<file path="config.mk">
export PLATFORM = sky130hd
export DESIGN_NAME = cnn_tile_scheduler
export DESIGN_NICKNAME = d
export VERILOG_FILES = /design/src/rtl/cnn_sched_pkg.sv /design/src/rtl/cnn_tile_counter.sv /design/src/rtl/cnn_tile_scheduler.sv
export SDC_FILE = /design/constraint.sdc
export NUM_CORES = 1
export LEC_CHECK = 0
export BUFFER_PORTS_ARGS = -buffer_cell sky130_fd_sc_hd__buf_4
export CAP_MARGIN = 20
export CORE_UTILIZATION = 25
export CTS_BUF_LIST = sky130_fd_sc_hd__clkbuf_4 sky130_fd_sc_hd__clkbuf_8
export CTS_CLUSTER_SIZE = 12
export DETAILED_ROUTE_END_ITERATION = 6
export PLACE_DENSITY = 0.49
export SLEW_MARGIN = 20
export SYNTH_ARGS = -nofsm -noshare
export SYNTH_HDL_FRONTEND = slang
export SYNTH_SLANG_ARGS = --single-unit
</file>
<file path="constraint.sdc">
create_clock -name clk -period 7.9 [get_ports clk]
set_input_delay 2.37 -clock clk [delete_from_list [all_inputs] [get_ports clk]]
set_output_delay 2.37 -clock clk [all_outputs]
set_load 0.005 [all_outputs]
</file>
<file path="src/rtl/cnn_sched_pkg.sv">
`default_nettype none
// -----------------------------------------------------------------------------
// cnn_sched_pkg : scheduler state encoding, default widths, tile-extent helper
// rev 1.0
// -----------------------------------------------------------------------------
package cnn_sched_pkg;

   localparam int DIM_W_DEF = 8;
   localparam int K_W_DEF   = 4;
   localparam int EXT_W     = 16;

   typedef enum logic [2:0] {
      IDLE    = 3'd0,
      LOAD    = 3'd1,
      COMPUTE = 3'd2,
      STORE   = 3'd3,
      DONE    = 3'd4
   } sched_state_t;

   function automatic logic [EXT_W-1:0] min_ext(input logic [EXT_W-1:0] a,
                                                input logic [EXT_W-1:0] b);
      return (a < b) ? a : b;
   endfunction

   // Extent of a tile starting at base: the tile size, clipped at the map edge.
   function automatic logic [EXT_W-1:0] tile_extent(input logic [EXT_W-1:0] tsize,
                                                    input logic [EXT_W-1:0] dim,
                                                    input logic [EXT_W-1:0] base);
      return min_ext(tsize, dim - base);
   endfunction

endpackage
`default_nettype wire

</file>
<file path="src/rtl/cnn_tile_counter.sv">
`default_nettype none
// -----------------------------------------------------------------------------
// cnn_tile_counter : one tiling dimension - base register, clipped extent, wrap
// rev 1.0
// -----------------------------------------------------------------------------
module cnn_tile_counter
   import cnn_sched_pkg::*;
#(
   parameter int DIM_W = DIM_W_DEF
) (
   input  logic             clk,
   input  logic             rst,
   input  logic             clear,
   input  logic             step,
   input  logic [DIM_W-1:0] dim,
   input  logic [DIM_W-1:0] tsize,
   output logic [DIM_W-1:0] base,
   output logic [DIM_W-1:0] extent,
   output logic             last
);

   logic [DIM_W-1:0] r_base;
   logic [DIM_W:0]   w_next_sum;

   // One extra bit so base+T near the top of the range cannot wrap silently.
   assign w_next_sum = {1'b0, r_base} + {1'b0, tsize};
   assign last       = (w_next_sum >= {1'b0, dim});
   assign base       = r_base;
   assign extent     = DIM_W'(tile_extent(EXT_W'(tsize), EXT_W'(dim), EXT_W'(r_base)));

   always_ff @(posedge clk) begin
      if (rst || clear) begin
         r_base <= '0;
      end else if (step) begin
         r_base <= last ? '0 : w_next_sum[DIM_W-1:0];
      end
   end

endmodule
`default_nettype wire

</file>
<file path="src/rtl/cnn_tile_scheduler.sv">
`default_nettype none
// -----------------------------------------------------------------------------
// cnn_tile_scheduler : walks channel/row/column tiles, sequencing load, KxK
// compute and store per tile. Optional cycle counter: CNN_SCHED_PERF_EN. rev 1.0
// -----------------------------------------------------------------------------
module cnn_tile_scheduler
   import cnn_sched_pkg::*;
#(
   parameter int DIM_W = DIM_W_DEF,
   parameter int K_W   = K_W_DEF
) (
   input  logic             clk,
   input  logic             rst,
   input  logic             start,
   input  logic [DIM_W-1:0] cfg_rows,
   input  logic [DIM_W-1:0] cfg_cols,
   input  logic [DIM_W-1:0] cfg_chans,
   input  logic [DIM_W-1:0] cfg_tr,
   input  logic [DIM_W-1:0] cfg_tc,
   input  logic [DIM_W-1:0] cfg_tm,
   input  logic [K_W-1:0]   cfg_k,
   output logic             ld_req,
   input  logic             ld_ack,
   output logic             st_req,
   input  logic             st_ack,
   output logic [DIM_W-1:0] tile_row,
   output logic [DIM_W-1:0] tile_col,
   output logic [DIM_W-1:0] tile_ch,
   output logic [DIM_W-1:0] tile_nr,
   output logic [DIM_W-1:0] tile_nc,
   output logic [DIM_W-1:0] tile_nm,
   output logic             ce_en,
   output logic [K_W-1:0]   ce_ki,
   output logic [K_W-1:0]   ce_kj,
   output logic             busy,
   output logic             done,
   output logic             cfg_err,
   output logic [31:0]      perf_cycles
);

   sched_state_t     r_state;
   sched_state_t     w_state_nx;

   logic [DIM_W-1:0] r_rows;
   logic [DIM_W-1:0] r_cols;
   logic [DIM_W-1:0] r_chans;
   logic [DIM_W-1:0] r_tr;
   logic [DIM_W-1:0] r_tc;
   logic [DIM_W-1:0] r_tm;
   logic [K_W-1:0]   r_k;
   logic [K_W-1:0]   r_ki;
   logic [K_W-1:0]   r_kj;
   logic             r_cfg_err;

   logic             w_cfg_ok;
   logic             w_start_ok;
   logic [K_W-1:0]   w_k_max;
   logic             w_last_tap;
   logic             w_advance;
   logic             w_col_last;
   logic             w_row_last;
   logic             w_chan_last;
   logic             w_last_tile;

   assign w_cfg_ok   = (cfg_rows != '0) && (cfg_cols != '0) && (cfg_chans != '0) &&
                       (cfg_tr != '0) && (cfg_tc != '0) && (cfg_tm != '0) && (cfg_k != '0);
   assign w_start_ok = (r_state == IDLE) && start && w_cfg_ok;
   assign w_k_max    = r_k - K_W'(1);
   assign w_last_tap = (r_ki == w_k_max) && (r_kj == w_k_max);
   assign w_advance  = (r_state == STORE) && st_ack;
   assign w_last_tile = w_col_last && w_row_last && w_chan_last;

   // Layer configuration is captured once; later changes on the inputs are ignored.
   always_ff @(posedge clk) begin
      if (rst) begin
         r_rows  <= '0;
         r_cols  <= '0;
         r_chans <= '0;
         r_tr    <= '0;
         r_tc    <= '0;
         r_tm    <= '0;
         r_k     <= '0;
      end else if (w_start_ok) begin
         r_rows  <= cfg_rows;
         r_cols  <= cfg_cols;
         r_chans <= cfg_chans;
         r_tr    <= cfg_tr;
         r_tc    <= cfg_tc;
         r_tm    <= cfg_tm;
         r_k     <= cfg_k;
      end
   end

   always_ff @(posedge clk) begin
      if (rst) begin
         r_cfg_err <= 1'b0;
      end else begin
         r_cfg_err <= (r_state == IDLE) && start && !w_cfg_ok;
      end
   end

   // Kernel tap walk: column index fastest; held at zero outside COMPUTE.
   always_ff @(posedge clk) begin
      if (rst || (r_state != COMPUTE)) begin
         r_ki <= '0;
         r_kj <= '0;
      end else if (r_kj == w_k_max) begin
         r_kj <= '0;
         r_ki <= (r_ki == w_k_max) ? '0 : r_ki + K_W'(1);
      end else begin
         r_kj <= r_kj + K_W'(1);
      end
   end

   always_ff @(posedge clk) begin
      if (rst) begin
         r_state <= IDLE;
      end else begin
         r_state <= w_state_nx;
      end
   end

   always_comb begin
      w_state_nx = r_state;
      ld_req     = 1'b0;
      st_req     = 1'b0;
      ce_en      = 1'b0;
      done       = 1'b0;
      busy       = 1'b1;
      case (r_state)
         IDLE: begin
            busy = 1'b0;
            if (w_start_ok) begin
               w_state_nx = LOAD;
            end
         end
         LOAD: begin
            ld_req = 1'b1;
            if (ld_ack) begin
               w_state_nx = COMPUTE;
            end
         end
         COMPUTE: begin
            ce_en = 1'b1;
            if (w_last_tap) begin
               w_state_nx = STORE;
            end
         end
         STORE: begin
            st_req = 1'b1;
            if (st_ack) begin
               w_state_nx = w_last_tile ? DONE : LOAD;
            end
         end
         DONE: begin
            done       = 1'b1;
            w_state_nx = IDLE;
         end
         default: begin
            busy       = 1'b0;
            w_state_nx = IDLE;
         end
      endcase
   end

   // Column is the innermost loop; its wrap carries into row, then channel.
   cnn_tile_counter #(.DIM_W(DIM_W)) u_col_cnt (
      .clk    (clk),
      .rst    (rst),
      .clear  (w_start_ok),
      .step   (w_advance),
      .dim    (r_cols),
      .tsize  (r_tc),
      .base   (tile_col),
      .extent (tile_nc),
      .last   (w_col_last)
   );

   cnn_tile_counter #(.DIM_W(DIM_W)) u_row_cnt (
      .clk    (clk),
      .rst    (rst),
      .clear  (w_start_ok),
      .step   (w_advance && w_col_last),
      .dim    (r_rows),
      .tsize  (r_tr),
      .base   (tile_row),
      .extent (tile_nr),
      .last   (w_row_last)
   );

   cnn_tile_counter #(.DIM_W(DIM_W)) u_chan_cnt (
      .clk    (clk),
      .rst    (rst),
      .clear  (w_start_ok),
      .step   (w_advance && w_col_last && w_row_last),
      .dim    (r_chans),
      .tsize  (r_tm),
      .base   (tile_ch),
      .extent (tile_nm),
      .last   (w_chan_last)
   );

   assign ce_ki   = r_ki;
   assign ce_kj   = r_kj;
   assign cfg_err = r_cfg_err;

`ifdef CNN_SCHED_PERF_EN
   logic [31:0] r_perf;

   always_ff @(posedge clk) begin
      if (rst || w_start_ok) begin
         r_perf <= '0;
      end else if (busy && (r_perf != 32'hFFFF_FFFF)) begin
         r_perf <= r_perf + 32'd1;
      end
   end

   assign perf_cycles = r_perf;
`else
   assign perf_cycles = 32'd0;
`endif

endmodule
`default_nettype wire

</file>
==> impl_metrics.env, run 1 <==
export IMPL_status="finished clean"
export IMPL_clkSinkCount=88
export IMPL_critPathLaunch="u_chan_cnt.base[0]$_SDFFE_PP0P_"
export IMPL_dr_pass1_iters=4
export IMPL_final_nets=1140
export IMPL_cts_hold_buf=0
export IMPL_grt_overflow=0
export IMPL_io_pins=151
export IMPL_ctsHtreeMaxLevel=3
export IMPL_start_util_pct=25.7
export IMPL_io_buffers=118
export IMPL_multi_input_area_um2=4810
export IMPL_critPathCaptureType="output pin"
export IMPL_final_cell_count_no_fill=1364
export IMPL_dieWidth_um=172
export IMPL_netlist_area_um2=7190
export IMPL_hold_class="flip-flop to flip-flop"
export IMPL_yosys_warnings=0
export IMPL_path_clk_slew_ns=0.11
export IMPL_syn_area_per_cell_um2=8.18
export IMPL_place_congestion=0.822
export IMPL_antenna_found_initial=0
export IMPL_dp_cells=1348
export IMPL_fmax_mhz=151
export IMPL_grt_pass1_wl_um=32500
export IMPL_drv_slew=0
export IMPL_critical_path_class="flip-flop to output pin"
export IMPL_hpwl_um=16100
export IMPL_cts_tree="done"
export IMPL_grt_max_degree=58
export IMPL_finalPower_w=0.00138
export IMPL_skew_ns=0.0153
export IMPL_die_area_um2=29400
export IMPL_min_to="u_chan_cnt.base[2]$_SDFFE_PP0P_"
export IMPL_yosysTopAreaCellShare_pct=24.5
export IMPL_fp_row_count=61
export IMPL_synth_area_top_cells="dfxtp_1, ha_1, a21oi_1, mux2i_1, inv_1"
export IMPL_drc=0
export IMPL_diodes=0
export IMPL_yosysTopAreaCell="dfxtp_1"
export IMPL_grt_total_usage_pct=14.4
export IMPL_cts_setup_buffers=0
export IMPL_final_min_clock_period_ns=6.63
export IMPL_core_area_um2=28000
export IMPL_p_leak_nw=3.71
export IMPL_hp_start="u_chan_cnt.base[2]$_SDFFE_PP0P_"
export IMPL_place_area_um2=8330
export IMPL_drv_cap=0
export IMPL_yosys_top_cells_count="a21oi_1, ha_1, inv_1"
export IMPL_nFillCells=3043
export IMPL_ctsResizeCount=0
export IMPL_critPathMaxFanout=8
export IMPL_drt_total_wl_um=20800
export IMPL_whs_path_depth=2
export IMPL_slew_headroom_pct=30.0
export IMPL_tns_ns=0
export IMPL_fin_ws_ns=1.27
export IMPL_clk_latency_ns=0.39
export IMPL_vias=6274
export IMPL_grt_pass1_vias=5965
export IMPL_cts_root_buf="clkbuf_8"
export IMPL_regToRegEndpoint="r_state[2]$_SDFFE_PP0P_"
export IMPL_cts_buffers=9
export IMPL_power_density_nw_per_um2=162
export IMPL_die_h_um=172
export IMPL_fin_area_um2=8550
export IMPL_yosysMostFrequentCell="a21oi_1"
export IMPL_cts_max_path_buffers=2
export IMPL_synth_ff_type="dfxtp_1"
export IMPL_dr_first_iter_drc_count=292
export IMPL_crit_arrival_ns=4.26
export IMPL_areaGrowthSynthToFinish_pct=19.0
export IMPL_reg2reg_slack_ns=4.07
export IMPL_synthArstFlopShare_pct=0
export IMPL_fin_crit_sh_pct=84.0
export IMPL_required_ns=5.53
export IMPL_rr_worst_depth=12
export IMPL_regToRegStartpoint="u_col_cnt.base[0]$_SDFFE_PP0P_"
export IMPL_hold_violations=0
export IMPL_rsz0062_at_grt="no"
export IMPL_peakVddDrop_mv=0.103
export IMPL_dpl_worst_slack_ns=1.72
export IMPL_synth_ff_latch_count=88
export IMPL_synth_cell_type_count=62
export IMPL_synth_edf_count=0
export IMPL_postRouteAntennaNets=0
export IMPL_drive_above_1_share_pct=16.1
export IMPL_finalSetupViolCount=0
export IMPL_wire_per_inst_um=15.2
export IMPL_via_per_inst=4.60
export IMPL_start_kind="flip-flop"
export IMPL_seq_area_um2=1760
export IMPL_worstMarginPinSlew_ns=1.05
export IMPL_postSynthCellCount=879
export IMPL_yosysSeqAreaShare_pct=24.5
==> flip-flops by register name, indices dropped and copies added, names as in the netlist <==
register	cells
r_state	3
cfg_err	1
r_cols	8
u_col_cnt.base	8
u_row_cnt.base	8
r_chans	8
r_tr	8
ce_ki	4
r_rows	8
r_tc	8
r_tm	8
u_chan_cnt.base	8
r_k	4
ce_kj	4
==> power breakdown <==
part | switching (W) | total (W) | internal [W]
registers | 0.0000257 | 0.000493 | 0.000467
logic | 0.000287 | 0.000518 | 0.000231
clock network | 0.000190 | 0.000372 | 0.000182
total | 0.000503 | 0.00138 | 0.000880
==> final cells by class <==
| class | count | share of cell area [%] |
|---|---|---|
| Timing Repair Buffer | 124 | 10.9 |
| Inverter | 95 | 4.17 |
| Clock inverter | 7 | 1.17 |
| Multi-Input combinational cell | 663 | 56.2 |
| Sequential cell | 88 | 20.6 |
| Clock buffer | 9 | 1.45 |
| Tap cell | 378 | 5.53 |
==> stage by stage <==
step                util, %  hold WS (ns)
floorplan                 -         0.465
global placement       29.7         0.485
detailed placement     29.7         0.495
CTS                    30.5         0.519
global route           30.5         0.536
finish                 30.5         0.514
==> metal layers <==
metal	global-route usage, %	wire, um	vias to the layer above
met4	2.87	197	0
met2	24.4	9810	129
met3	2.95	979	13
met1	18.7	9790	2917
li1	-	-	3215
met5	0	0	-
==> worst max-delay path by stage <==
stage                     slack (ns)         end  depth (start not counted)
after floorplan                 2.27  tile_nr[1]                         15
after global placement          1.80  tile_nm[1]                         15
after detailed placement        1.72  tile_nm[1]                         14
after CTS                       1.25  tile_nm[1]                         14
after global routing            1.07  tile_nm[1]                         14
final                           1.27  tile_nm[1]                         14
==> kinds of logic (layout without fill, tap and decap cells) <==
kind of cell,after synthesis,in the layout,share of synthesized area (%)
fa+ha+maj,102,102,18.4
xor+xnor,44,44,5.75
buf+inv,159,235,10.4
other cells,1,32,0.0522
simple gates,212,212,14.5
mux,54,54,7.57
flops,88,88,24.5
compound gates,219,219,18.9
==> cells in the final DEF, fill, tap and decap left out, drive strengths merged, types with 3 or more instances in the layout <==
cell type / synthesis / final
a2111oi: 3 / 3
a21oi: 112 / 112
dfxtp: 88 / 88
mux2i: 51 / 51
xor2: 16 / 16
mux2: 3 / 3
o21bai: 6 / 6
a211oi: 6 / 6
o21ai: 38 / 38
nand2b: 14 / 14
a211o: 3 / 3
ha: 96 / 96
buf: 42 / 124
o21a: 11 / 11
o2111ai: 3 / 3
clkbuf: 22 / 9
conb: 1 / 32
nand2: 33 / 33
nor3: 7 / 7
xnor2: 26 / 26
and2: 3 / 3
or3: 5 / 5
nor4: 11 / 11
a21o: 13 / 13
nor2b: 5 / 5
fa: 6 / 6
inv: 95 / 98
nand3: 30 / 30
nand4b: 5 / 5
o211ai: 5 / 5
nor2: 82 / 82
or4: 6 / 6
==> critical path, stage by stage (launching register included) <==
cell and delay, ns:
dfxtp_1 0.42, ha_1 0.19, inv_1 0.05, fa_1 0.40, a21o_1 0.18, a21oi_1 0.31, o21ai_0 0.12, a21oi_1 0.18
xor2_1 0.23, ha_1 0.21, o21a_1 0.12, nor2_1 0.04, a211oi_2 0.86, mux2_2 0.42, buf_4 0.13
Note: power is estimated with default switching activity, not from simulation.
==> run 2, diff against run 1 <==
Settings changed: PLACE_DENSITY 0.49 to 0.5.
Clock period 7.9 ns to 6 ns, I/O delays scaled along.
==> run 2 against run 1 <==
Cell count barely moved. Cell area increased by 0.13%. Clock skew grew 0.0022 ns. Non-clock buffer count increased by 2. Power grew 31%. Flip-flop and latch count unchanged. Highest routed layer unchanged.
==> impl_metrics.env, run 2 (synthesis results as in run 1) <==
export IMPL_hpwl_um=16300
export IMPL_skew_ns=0.0175
export IMPL_clk_latency_ns=0.39
export IMPL_nFillCells=3047
export IMPL_critical_path_class="flip-flop to output pin"
export IMPL_cts_setup_buffers=0
export IMPL_hold_violations=0
export IMPL_rr_worst_depth=14
export IMPL_start_kind="flip-flop"
export IMPL_fin_crit_sh_pct=92.9
export IMPL_final_nets=1142
export IMPL_grt_overflow=0
export IMPL_hold_class="flip-flop to flip-flop"
export IMPL_switching_power_w=0.000646
export IMPL_min_to="ce_kj[0]$_SDFF_PP0_"
export IMPL_regToRegStartpoint="u_row_cnt.base[0]$_SDFFE_PP0N_"
export IMPL_fin_ws_ns=0.428
export IMPL_ctsHtreeMaxLevel=3
export IMPL_peakVddDrop_mv=0.103
export IMPL_diodes=0
export IMPL_p_seq_share_pct=35.8
export IMPL_hp_start="ce_kj[0]$_SDFF_PP0_"
export IMPL_io_buffers=118
export IMPL_cp_num_buf_inv=3
export IMPL_slew_headroom_pct=40.0
export IMPL_ctsResizeCount=0
export IMPL_io_pins=151
export IMPL_mostFrequentLayoutCells="buf_4, a21oi_1, ha_1"
export IMPL_wire_per_inst_um=15.3
export IMPL_cts_tree="done"
export IMPL_dr_pass1_iters=4
export IMPL_p_comb_share_pct=37.7
export IMPL_fmax_mhz=179
export IMPL_grt_pass1_wl_um=33300
export IMPL_cts_buffers=9
export IMPL_power_density_nw_per_um2=212
export IMPL_core_area_um2=28000
export IMPL_critical_path_top_delay_family="compound AO/OA/AOI/OAI gates"
export IMPL_path_clk_slew_ns=0.10
export IMPL_start_util_pct=25.7
export IMPL_grt_pass1_vias=6159
export IMPL_finalSetupViolCount=0
export IMPL_crit_arrival_ns=3.77
export IMPL_dieWidth_um=172
export IMPL_vias=6286
export IMPL_dr_first_iter_drc_count=204
export IMPL_postRouteAntennaNets=0
export IMPL_areaGrowthSynthToFinish_pct=19.2
export IMPL_drive_above_1_share_pct=16.3
export IMPL_required_ns=4.20
export IMPL_grt_total_usage_pct=14.7
export IMPL_critPathMaxFanout=5
export IMPL_whs_path_depth=1
export IMPL_dpl_worst_slack_ns=0.706
export IMPL_final_min_clock_period_ns=5.57
export IMPL_grt_max_degree=58
export IMPL_drv_cap=0
export IMPL_drv_slew=0
export IMPL_clkSinkCount=88
export IMPL_status="finished clean"
export IMPL_die_h_um=172
export IMPL_place_congestion=0.852
export IMPL_drc=0
export IMPL_reg2reg_slack_ns=1.65
export IMPL_fp_row_count=61
export IMPL_rsz0062_at_grt="no"
export IMPL_p_clk_share_pct=26.5
export IMPL_path_cells="inv_1 -> ha_1 -> nor2b_1 -> o21ai_0 -> a21o_1 -> a21oi_1 -> o31ai_1 -> ha_1 -> a2111oi_0 -> a211oi_2 -> buf_4 -> mux2_2 -> buf_4"
export IMPL_p_leak_nw=3.71
export IMPL_cpPeakStageDelay_ns=0.47
export IMPL_utilization_pct=30.6
export IMPL_cts_max_path_buffers=2
export IMPL_cts_root_buf="clkbuf_8"
export IMPL_tns_ns=0
export IMPL_slowest_stage="a2111oi_0"
export IMPL_p_int_w=0.00117
export IMPL_p_sw_share_pct=35.6
export IMPL_worstMarginPinSlew_ns=0.900
export IMPL_cts_hold_buf=0
export IMPL_via_per_inst=4.61
export IMPL_layout_commonest_cell="buf_4"
export IMPL_critPathCaptureType="output pin"
export IMPL_regToRegEndpoint="u_row_cnt.base[2]$_SDFFE_PP0N_"
export IMPL_drt_total_wl_um=21000
export IMPL_die_area_um2=29400
export IMPL_antenna_found_initial=0
==> run 2: cell type report <==
| type | instances | area (um2) | share of cell area (%) |
|---|---|---|---|
| inverters | 95 | 357 | 4.16 |
| flip-flops and latches | 88 | 1760 | 20.6 |
| well taps | 378 | 473 | 5.52 |
| clock inverters | 5 | 81.3 | 0.950 |
| clock buffers | 10 | 138 | 1.61 |
| multi-input cells | 663 | 4810 | 56.1 |
| repair buffers | 126 | 946 | 11.0 |
==> run 2: how the worst max path moves through the flow <==
stage	startpoint	to	slack [ns]	cells past startpoint
5_1_grt	u_col_cnt.base[1]$_SDFFE_PP0P_	tile_nc[1]	0.04	14
3_5_place_dp	u_row_cnt.base[0]$_SDFFE_PP0N_	tile_nr[1]	0.71	15
2_1_floorplan	u_row_cnt.base[0]$_SDFFE_PP0N_	tile_nr[1]	0.94	15
4_1_cts	u_row_cnt.base[0]$_SDFFE_PP0N_	tile_nr[1]	0.25	15
3_3_place_gp	r_rows[0]$_SDFFE_PP0P_	tile_nr[1]	0.74	16
6_report	u_chan_cnt.base[1]$_SDFFE_PP0P_	tile_nm[1]	0.43	13
==> run 2: layer usage <==
layer	vias to the layer above	global-route usage, %	routed length [um]
met5	-	0	0
met4	0	3.18	263
met3	19	3.38	950
met2	120	24.7	9690
met1	2939	19.0	10000
li1	3208	-	-
==> run 2: power groups by stage <==
stage / Clock [W] / Combinational (W) / Sequential [W]
finish: 0.000480 / 0.000685 / 0.000650
global route: 0.000534 / 0.000775 / 0.000655
CTS: 0.000505 / 0.000695 / 0.000651
detailed placement: 0 / 0.000690 / 0.000664
global placement: 0 / 0.000685 / 0.000664
floorplan: 0 / 0.000496 / 0.000649
==> run 2: stage by stage <==
stage | cell area, um2 | cells | hold WS, ns | total power [W]
6_report | 8560 | 1365 | 0.512 | 0.00181
3_5_place_dp | 8340 | 1350 | 0.494 | 0.00135
3_3_place_gp | 8340 | 1350 | 0.490 | 0.00135
2_1_floorplan | 7300 | 910 | 0.465 | 0.00115
5_1_grt | 8560 | 1365 | 0.538 | 0.00196
4_1_cts | 8560 | 1365 | 0.518 | 0.00185
==> run 3, diff against run 2 <==
Settings changed: PLACE_DENSITY 0.5 to not set.
==> run 3 against run 2 <==
Power grew 4.7%. Critical path depth is 2 higher. Sequential share of layout area decreased by 0.14 points. Sequential power barely moved.
==> impl_metrics.env, run 3 (synthesis results as in run 1) <==
export IMPL_hp_start="ce_kj[0]$_SDFF_PP0_"
export IMPL_regToRegEndpoint="r_state[2]$_SDFFE_PP0P_"
export IMPL_ctsResizeCount=0
export IMPL_layout_commonest_cell="buf_4"
export IMPL_fp_row_count=61
export IMPL_ctsHtreeMaxLevel=3
export IMPL_path_common_cell="ha_1"
export IMPL_drc=0
export IMPL_areaGrowthSynthToFinish_pct=20.0
export IMPL_via_per_inst=4.63
export IMPL_cts_tree="done"
export IMPL_drv_cap=0
export IMPL_antenna_found_initial=0
export IMPL_status="finished clean"
export IMPL_tns_ns=0
export IMPL_regToRegStartpoint="u_col_cnt.base[0]$_SDFFE_PP0P_"
export IMPL_critPathCaptureType="output pin"
export IMPL_grt_overflow=0
export IMPL_grt_pass1_wl_um=32900
export IMPL_min_to="ce_kj[0]$_SDFF_PP0_"
export IMPL_io_pins=151
export IMPL_grt_max_degree=58
export IMPL_postRouteAntennaNets=0
export IMPL_die_area_um2=29400
export IMPL_vias=6335
export IMPL_fin_crit_sh_pct=95.7
export IMPL_wire_per_inst_um=15.3
export IMPL_hold_violations=0
export IMPL_power_density_nw_per_um2=220
export IMPL_final_min_clock_period_ns=5.74
export IMPL_rr_worst_depth=12
export IMPL_io_buffers=118
export IMPL_place_congestion=0.830
export IMPL_path_clk_slew_ns=0.10
export IMPL_clkSinkCount=88
export IMPL_skew_ns=0.0147
export IMPL_cts_max_path_buffers=2
export IMPL_dp_cells=1351
export IMPL_start_util_pct=25.7
export IMPL_peakVddDrop_mv=0.121
export IMPL_grt_pass1_vias=6204
export IMPL_critical_path_class="flip-flop to output pin"
export IMPL_dr_pass1_iters=4
export IMPL_cts_buffers=9
export IMPL_final_nets=1143
export IMPL_drt_total_wl_um=20900
export IMPL_clk_latency_ns=0.38
export IMPL_critical_path_top_delay_family="compound AO/OA/AOI/OAI gates"
export IMPL_worstMarginPinSlew_ns=0.969
export IMPL_mostFrequentLayoutCells="buf_4, a21oi_1, ha_1"
export IMPL_p_leak_nw=3.74
export IMPL_dr_first_iter_drc_count=273
export IMPL_crit_arrival_ns=3.94
export IMPL_cts_root_buf="clkbuf_8"
export IMPL_hold_class="flip-flop to flip-flop"
export IMPL_fmax_mhz=174
export IMPL_slew_headroom_pct=34.9
export IMPL_reg2reg_slack_ns=2.07
export IMPL_hpwl_um=16300
export IMPL_drive_above_1_share_pct=16.4
export IMPL_drv_slew=0
export IMPL_dieWidth_um=172
export IMPL_path_cells="ha_1 -> inv_1 -> fa_1 -> a21o_1 -> a21oi_1 -> nor2_1 -> a211o_1 -> xnor2_1 -> ha_1 -> o211a_1 -> o2111ai_1 -> nand3_1 -> o311a_1 -> mux2_1 -> buf_4"
export IMPL_rsz0062_at_grt="no"
export IMPL_cp_num_buf_inv=2
export IMPL_final_cell_count_no_fill=1367
export IMPL_required_ns=4.20
export IMPL_slowest_stage="o311a_1"
export IMPL_finalPower_w=0.00190
export IMPL_grt_total_usage_pct=14.5
export IMPL_whs_path_depth=1
export IMPL_critPathMaxFanout=8
export IMPL_die_h_um=172
export IMPL_cts_hold_buf=0
export IMPL_finalSetupViolCount=0
export IMPL_nFillCells=3034
export IMPL_start_kind="flip-flop"
export IMPL_core_area_um2=28000
export IMPL_cts_setup_buffers=0
export IMPL_cpPeakStageDelay_ns=0.44
==> run 3: changes by cell type in the layout (fill, tap and decap cells not counted), sizes merged <==
cell	change
diode	+1
bufinv	+2
clkinvlp	-1
clkinv	-1
buf	+1
==> run 3: routing by layer <==
layer	GRT usage [%]	up-vias	share of wire, %	wire length (um)
met4	4.31	0	1.7	363
met1	18.3	2984	48	9990
li1	-	3211	-	-
met3	2.65	24	3.3	688
met2	24.8	116	47	9860
met5	0	-	0	0
==> run 3: final cells by class <==
| class | count | area [um2] | share of cell area, % |
|---|---|---|---|
| Sequential cell | 88 | 1760 | 20.4 |
| Inverter | 95 | 357 | 4.14 |
| Tap cell | 378 | 473 | 5.49 |
| Timing Repair Buffer | 127 | 953 | 11.1 |
| Multi-Input combinational cell | 663 | 4810 | 55.8 |
| Clock buffer | 10 | 138 | 1.60 |
| Clock inverter | 5 | 129 | 1.49 |
| Antenna cell | 1 | 2.50 | 0.0290 |
==> run 3: where the power goes <==
group | internal, W | total (W) | switching, W
clock | 0.000329 | 0.000561 | 0.000232
combinational | 0.000310 | 0.000688 | 0.000378
sequential | 0.000615 | 0.000650 | 0.0000353
==> run 3: worst max path at each step <==
stage | start | to | depth (start not counted)
6_report | u_row_cnt.base[0]$_SDFFE_PP0N_ | tile_nr[1] | 15
5_1_grt | u_row_cnt.base[0]$_SDFFE_PP0N_ | tile_nr[1] | 15
4_1_cts | u_row_cnt.base[0]$_SDFFE_PP0N_ | tile_nr[1] | 15
3_5_place_dp | u_row_cnt.base[0]$_SDFFE_PP0N_ | tile_nr[1] | 15
3_3_place_gp | r_rows[0]$_SDFFE_PP0P_ | tile_nr[1] | 16
2_1_floorplan | u_row_cnt.base[0]$_SDFFE_PP0N_ | tile_nr[1] | 15
==> run 3: through the flow <==
stage	setup WS (ns)	hold slack [ns]	utilization [%]	area, um2
2_1_floorplan	0.940	0.465	-	7300
3_3_place_gp	0.763	0.483	29.8	8350
3_5_place_dp	0.647	0.484	29.8	8350
4_1_cts	0.200	0.509	30.8	8620
5_1_grt	0.00789	0.531	30.8	8620
6_report	0.259	0.504	30.8	8620
